===== src/rtl/led_pkg.sv =====
// Shared constants, level type and saturating decrement for the LED fade stage.
// Imported by led_fade_channel and led_fade_driver.
package led_pkg;

  localparam int LED_CLK_HZ   = 50_000_000;
  localparam int LED_N        = 6;
  localparam int LED_PWM_BITS = 8;

  typedef logic [LED_PWM_BITS-1:0] led_level_t;

  function automatic led_level_t sat_dec(
    input led_level_t lvl,
    input led_level_t step
  );
    return (lvl > step) ? led_level_t'(lvl - step) : '0;
  endfunction

endpackage


===== src/rtl/led_fade_channel.sv =====
// One LED channel: level register with instant-on / linear fade, optional
// gamma (LED_FADE_GAMMA_EN), and PWM compare.
// Ports: clk_50m, reset, enable, led_in, decay_tick, pwm_cnt -> led_out, level_nz.
module led_fade_channel
  import led_pkg::*;
#(
  parameter int PWM_BITS   = LED_PWM_BITS,
  parameter int DECAY_STEP = 4
) (
  input  logic                clk_50m,
  input  logic                reset,
  input  logic                enable,
  input  logic                led_in,
  input  logic                decay_tick,
  input  logic [PWM_BITS-1:0] pwm_cnt,
  output logic                led_out,
  output logic                level_nz
);

  localparam logic [PWM_BITS-1:0] LVL_MAX = '1;
  localparam logic [PWM_BITS-1:0] STEP    = PWM_BITS'(DECAY_STEP);

  logic [PWM_BITS-1:0] level;
  logic [PWM_BITS-1:0] eff_level;

`ifdef LED_FADE_GAMMA_EN
  logic [2*PWM_BITS-1:0] sq;

  // Adding LVL_MAX before the shift pins both ends: 0->0, max->max.
  assign sq = {{PWM_BITS{1'b0}}, level} * {{PWM_BITS{1'b0}}, level}
            + {{PWM_BITS{1'b0}}, LVL_MAX};
  assign eff_level = PWM_BITS'(sq >> PWM_BITS);
`else
  assign eff_level = level;
`endif

  always_ff @(posedge clk_50m) begin
    if (reset || !enable) begin
      level   <= '0;
      led_out <= 1'b0;
    end else begin
      // A live pattern bit beats a coincident decay tick.
      if (led_in)
        level <= LVL_MAX;
      else if (decay_tick)
        level <= sat_dec(level, STEP);
      led_out <= (eff_level > pwm_cnt);
    end
  end

  assign level_nz = |level;

endmodule


===== src/rtl/led_fade_driver.sv =====
// Comet-style LED fade driver: decay prescaler, shared PWM counter and
// N_LED fade channels. Optional gamma: define LED_FADE_GAMMA_EN.
// Ports: clk_50m, reset, enable, led_in[N_LED] -> led_out[N_LED], active.
module led_fade_driver
  import led_pkg::*;
#(
  parameter int N_LED      = LED_N,
  parameter int PWM_BITS   = LED_PWM_BITS,
  parameter int DECAY_DIV  = LED_CLK_HZ / 1000,
  parameter int DECAY_STEP = 4
) (
  input  logic             clk_50m,
  input  logic             reset,
  input  logic             enable,
  input  logic [N_LED-1:0] led_in,
  output logic [N_LED-1:0] led_out,
  output logic             active
);

  localparam int PW = (DECAY_DIV > 2) ? $clog2(DECAY_DIV) : 1;
  localparam logic [PW-1:0] PRESC_LAST = PW'(DECAY_DIV - 1);
  // pwm_cnt stops one short of LVL_MAX so a full level is always on.
  localparam logic [PWM_BITS-1:0] PWM_LAST = PWM_BITS'((2 ** PWM_BITS) - 2);

  logic [PW-1:0]       presc;
  logic [PWM_BITS-1:0] pwm_cnt;
  logic                decay_tick;
  logic [N_LED-1:0]    level_nz;

  assign decay_tick = (presc == PRESC_LAST);

  always_ff @(posedge clk_50m) begin
    if (reset || !enable) begin
      presc   <= '0;
      pwm_cnt <= '0;
      active  <= 1'b0;
    end else begin
      presc   <= decay_tick ? '0 : presc + 1'b1;
      pwm_cnt <= (pwm_cnt == PWM_LAST) ? '0 : pwm_cnt + 1'b1;
      active  <= |level_nz;
    end
  end

  for (genvar i = 0; i < N_LED; i++) begin : g_ch
    led_fade_channel #(
      .PWM_BITS  (PWM_BITS),
      .DECAY_STEP(DECAY_STEP)
    ) u_ch (
      .clk_50m   (clk_50m),
      .reset     (reset),
      .enable    (enable),
      .led_in    (led_in[i]),
      .decay_tick(decay_tick),
      .pwm_cnt   (pwm_cnt),
      .led_out   (led_out[i]),
      .level_nz  (level_nz[i])
    );
  end

endmodule


===== config.mk =====
export PLATFORM = sky130hd
export DESIGN_NAME = led_fade_driver
export DESIGN_NICKNAME = d
export VERILOG_FILES = /design/src/rtl/led_pkg.sv /design/src/rtl/led_fade_channel.sv /design/src/rtl/led_fade_driver.sv
export SDC_FILE = /design/constraint.sdc
export NUM_CORES = 1
export LEC_CHECK = 0
export CAP_MARGIN = 30
export CORE_ASPECT_RATIO = 0.9
export CORE_MARGIN = 2
export CORE_UTILIZATION = 60
export CTS_CLUSTER_SIZE = 24
export DETAILED_ROUTE_END_ITERATION = 8
export PLACE_DENSITY = 0.89
export SLEW_MARGIN = 20
export SYNTH_ARGS = -nofsm -noshare
export SYNTH_HDL_FRONTEND = slang
export SYNTH_HIERARCHICAL = 1
export SYNTH_SLANG_ARGS = --single-unit

===== constraint.sdc =====
create_clock -name clk_50m -period 9.6 [get_ports clk_50m]
set_input_delay 0.96 -clock clk_50m [delete_from_list [all_inputs] [get_ports clk_50m]]
set_output_delay 0.96 -clock clk_50m [all_outputs]
set_load 0.005 [all_outputs]

# Yosys cells after proc, flatten, opt, wreduce, memory -nomap -nowiden
# Cells that the tools add are included.
[classes] n_mux=18 n_lt_le_gt_ge=12 add_sub_neg=8 n_reduce_logical=11 eq_ne=2
[op_table] cell="8-bit 2-to-1 mux" count=18
[op_table] cell="8-bit by 3-bit greater-than comparator with 1-bit output, second input constant" count=6
[op_table] cell="8-bit greater-than comparator" count=6
[op_table] cell="48-bit OR reduction" count=1
[op_table] cell="8-bit by 3-bit subtractor with 8-bit output, second input constant" count=6
[op_table] cell="16-bit by 1-bit adder with 16-bit output, second input constant" count=1
[op_table] cell="16-bit == test, second input constant" count=1
[op_table] cell="2-bit nonzero test" count=6
[op_table] cell="8-bit by 1-bit adder with 8-bit output, second input constant" count=1
[op_table] cell="8-bit == test, second input constant" count=1
[op_table] cell="2-bit OR reduction" count=2
[op_table] cell="1-bit logical NOT" count=1
[op_table] cell="1-bit logical OR" count=1
[totals] input_bits=9 register_bits=79 out_inout_bits=7 elab_cells=66

# Depth between registers and ports, before layout
[depth] ltp_word=4 mapped_depth=7 ltp_nobuf=7

# Hierarchy
# Netlist, hierarchy kept.
[by_module_without_submodules] mod="led_fade_channel" seq_area_each_um2=160.2 area_each_um2=581.8 instances=6 cells_each=72
[by_module_without_submodules] mod="led_fade_driver" seq_area_each_um2=500.5 area_each_um2=1078.5 instances=1 cells_each=119

# Worst setup path after synthesis
# OpenSTA, ideal clock, no wires.
[synth_timing] path_type="register -> register" start="register presc[11]" end="register g_ch[0].u_ch.level[7]" path_buffers=0 path_stages_with_launch=7 slack_ns=5.893 required_ns=9.526 synth_period_minus_slack_ns=3.707 setup_time_ns=0.074 arrival_time_ns=3.633 cell_sequence="dfxtp_1 > or4_1 > nor4_2 > or4b_1 > or3_1 > or3_1 > a31oi_1"
[synth_between] elab_chain_len=2
[synth_lines] item="start, declared" line="led_fade_driver.sv:25" rtl="logic [PW-1:0] presc;"
[synth_lines] item="start signal, assigned" line="led_fade_driver.sv:38" rtl="presc <= decay_tick ? '0 : presc + 1'b1;"
[synth_lines] item="16-bit == test" line="led_fade_driver.sv:30" rtl="assign decay_tick = (presc == PRESC_LAST);"
[synth_lines] item="named net decay_tick" line="led_fade_driver.sv:27" rtl="logic decay_tick;"
[synth_lines] item="2-bit nonzero test (no source line)"
[synth_lines] item="end signal, assigned" line="led_fade_channel.sv:46" rtl="level <= sat_dec(level, STEP);"
[synth_lines] item="end, declared" line="led_fade_channel.sv:23" rtl="logic [PWM_BITS-1:0] level;"
# The timed path passes the listed nets, and every way through them passes these cells.
# A chain may end at the register's enable or synchronous reset.

# Worst setup path in the final report
[layout_timing] start="register presc[11]" end="register g_ch[1].u_ch.level[7]"
[layout_between] elab_chain_len=2
[layout_lines] item="16-bit == test" line="led_fade_driver.sv:30"
[layout_lines] item="named net decay_tick" line="led_fade_driver.sv:27"
[layout_lines] item="2-bit nonzero test (no source line)"
[layout_lines] item="end signal, assigned" line="led_fade_channel.sv:46"
[layout_lines] item="end, declared" line="led_fade_channel.sv:23"
# The timed path passes the listed nets, and every way through them passes these cells.

==> metrics.yaml <==
run_status:
  status: "completed"
logic_synthesis:
  netlist_instances: 551
  synthFlopType: "dfxtp_1"
  yosysWarnings: 6
  netlist_area_um2: 4569
  yosysSeqAreaShare_pct: 31.98
  avgSynthCellArea_um2: 8.293
  syn-num-nets: 623
  ys_ff_latch: 73
  synthDistinctLibCells: 32
  synth_edf_count: 0
  async_flop_share_pct: 0
global_route:
  grt_max_degree: 44
  grt-ovfl-total: 0
  grt_pass1_wl_um: 16780
  grt_pass1_vias: 3766
  antenna_found_initial: 0
  track_usage_pct: 25.45
floorplanning:
  pin_count: 16
  dieArea_um2: 8331
  die_h_um: 86.79
  die_w_um: 95.99
  initial_core_util_pct: 61.17
  rows: 30
  core_region_area_um2: 7470
critical_path:
  criticalPathCategory: "flop to flop"
  end_kind: "flop"
  crit_arrival_ns: 3.36
  crit_fanout: 43
  required_ns: 9.88
  reg2reg_to: "g_ch[1].u_ch/eff_level[7]$_SDFFE_PP0P_"
  rrSetupSlack_ns: 6.51
  critPathLaunchType: "flop"
  r2r_start: "presc[11]$_SDFF_PP0_"
  reg2reg_depth: 7
job:
  drv_cap: 0
pwr:
  pwr-share-clk_pct: 45.2
  p_leak_nw: 1.856
  switching_power_w: 0.0001820
  pwr-share-seq_pct: 43.0
  ir_drop_mv: 0.09463
  pwr-share-comb_pct: 11.8
  switching_share_pct: 23.88
  p_per_area_nw_per_um2: 149.0
  p_int_w: 0.0005802
clock_tree:
  insertion_delay_ns: 0.35
  clock_tree.root_cell: "clkbuf_8"
  clockBufferDepth: 2
  path_clk_slew_ns: 0.08
  cts_resized: 0
  numCtsBuffers: 9
  cts_setup_buffers: 0
  cts_hold_buf: 0
  numClockSinks: 73
  cts_tree: "built"
  cts_max_level: 3
routing:
  drtIter0Drc: 274
  wl_um: 10070
  drc: 0
  vias: 4019
  wl_per_cell_um: 14.88
  drtAntennaViolNets: 0
  dr.pass1.iters: 5
  vias_per_cell: 5.936
timing:
  worst_slew_pin_slew_ns: 0.6018
  final.setup.tns_ns: 0
  rsz0062_at_grt: "no"
  hold_violations: 0
  max_slew_margin_pct: 59.88
  fin_skew_ns: 0.01122
  final-max-slew-violation-count: 0
  min_period_ns: 3.085
  fin_hold_ws_ns: 0.4680
  max_freq_ghz: 0.3241
  finalSetupViolCount: 0
  fin_crit_sh_pct: 32.14
placement:
  gp_congestion: 0.8051
  io_buffer_count: 15
  hpwl_um: 6916
final_layout:
  antennaDiodeCount: 0
  nNetsFinal: 648
  drive_above_1_share_pct: 3.098
  nFillCells: 566
  area_delta_synth_final_pct: 11.94
  finish.utilization_pct: 68.48
worst_hold_path:
  hold_end: "presc[0]$_SDFF_PP0_"
  hp-start: "presc[0]$_SDFF_PP0_"
  min_path_cells: 1
  worstHoldPathType: "flop to flop"
-- how the worst max path moves through the flow --
stage                              start                                endpoint  depth (start not counted)
floorplan           presc[11]$_SDFF_PP0_  g_ch[0].u_ch/eff_level[7]$_SDFFE_PP0P_                          6
global placement    presc[11]$_SDFF_PP0_  g_ch[3].u_ch/eff_level[7]$_SDFFE_PP0P_                          7
detailed placement  presc[11]$_SDFF_PP0_  g_ch[1].u_ch/eff_level[7]$_SDFFE_PP0P_                          7
CTS                 presc[11]$_SDFF_PP0_  g_ch[1].u_ch/eff_level[7]$_SDFFE_PP0P_                          7
global route        presc[11]$_SDFF_PP0_  g_ch[1].u_ch/eff_level[7]$_SDFFE_PP0P_                          7
finish              presc[11]$_SDFF_PP0_  g_ch[1].u_ch/eff_level[7]$_SDFFE_PP0P_                          7
-- flip-flops by register name (all words and copies together), names as in the netlist --
| register | flops |
|---|---|
| active | 1 |
| g_ch.u_ch/eff_level | 42 |
| g_ch.u_ch/led_out | 6 |
| presc | 16 |
| pwm_cnt | 8 |
-- cells in the mapped netlist, drive strengths merged (2+ instances only) --
master,number,area share (%)
a21oi,56,6.1
a31oi,18,2.5
buf,2,0.68
dfxtp,73,32
ha,63,17
inv,71,5.8
mux2i,6,1.3
nand2,24,2.0
nand2b,13,1.8
nand3,14,1.5
nand4,15,2.1
nor2,43,3.5
nor2b,25,3.4
nor3,10,1.1
nor3b,6,0.99
nor4,11,1.6
o211ai,6,0.99
o21a,12,2.0
o21ai,15,1.6
o31a,7,1.3
or3,26,3.6
or3b,6,1.2
or4,2,0.33
or4b,6,1.3
xnor2,14,2.7
xor2,4,0.77
-- layout by cell type, fill, tap and decap left out, types with 12 or more instances in the layout --
cell type / n
nand2b_1: 13
o21ai_0: 14
a21oi_1: 56
nor2_1: 43
xnor2_1: 14
nand2_1: 24
clkdlybuf4s50_1: 15
nor2b_1: 25
nand3_1: 14
or3_1: 26
o21a_1: 12
dfxtp_1: 73
inv_1: 71
ha_1: 63
a31oi_1: 18
nand4_1: 15
-- routing by layer --
| layer | track usage [%] | share of wire (%) | vias up |
|---|---|---|---|
| met5 | 0 | 0 | - |
| li1 | - | - | 1998 |
| met2 | 43.06 | 48 | 118 |
| met4 | 9.091 | 1.9 | 0 |
| met3 | 5.478 | 4.4 | 20 |
| met1 | 31.78 | 45 | 1883 |
-- stage by stage --
stage,cells,total power [W],worst slack [ns],instance area [um^2]
6_report,677,0.0007622,6.515,5115
5_1_grt,677,0.0007909,6.338,5115
4_1_cts,677,0.0007633,6.543,5115
3_5_place_dp,661,0.0004209,6.584,4825
3_3_place_gp,661,0.0004152,6.696,4825
2_1_floorplan,551,0.0003928,5.893,4569
-- kinds of logic (layout without fill, tap and decap cells) --
group | after synthesis | in the layout | share of synthesized area [%]
and+or+nand+nor | 204 | 204 | 24.95
buffers and inverters | 73 | 103 | 6.517
AOI/OAI and AO/OA | 114 | 114 | 14.54
muxes | 6 | 6 | 1.314
xor gates and xnor gates | 18 | 18 | 3.450
DFF | 73 | 73 | 31.98
adders and majority gates | 63 | 63 | 17.25
-- critical path: stages, from the launching register on --
cell and delay [ns]:
dfxtp_1 0.37, or4_1 0.59, nor4_4 0.27, buf_4 0.40
or4b_1 0.53, or3_1 0.35, or3_1 0.32, a31oi_1 0.16
-- layout make-up --
class                      instances  area, um^2  share of cell area (%)
timing repair buffer              16       157.7                   3.082
inverter                          71       266.5                   5.210
tap                               96       120.1                   2.348
clock inverter                     7       166.4                   3.253
sequential                        73        1461                   28.57
clock buffer                       9       123.9                   2.422
multi-input combinational        405        2819                   55.11
-- power by group through the flow --
stage	clock, W	combinational, W	sequential [W]
2_1_floorplan	0	0.0000621	0.000331
5_1_grt	0.000361	0.000101	0.000329
3_5_place_dp	0	0.0000865	0.000334
3_3_place_gp	0	0.0000816	0.000334
4_1_cts	0.000347	0.0000889	0.000327
6_report	0.000345	0.0000901	0.000328
Power figures use the tool's default switching activity.
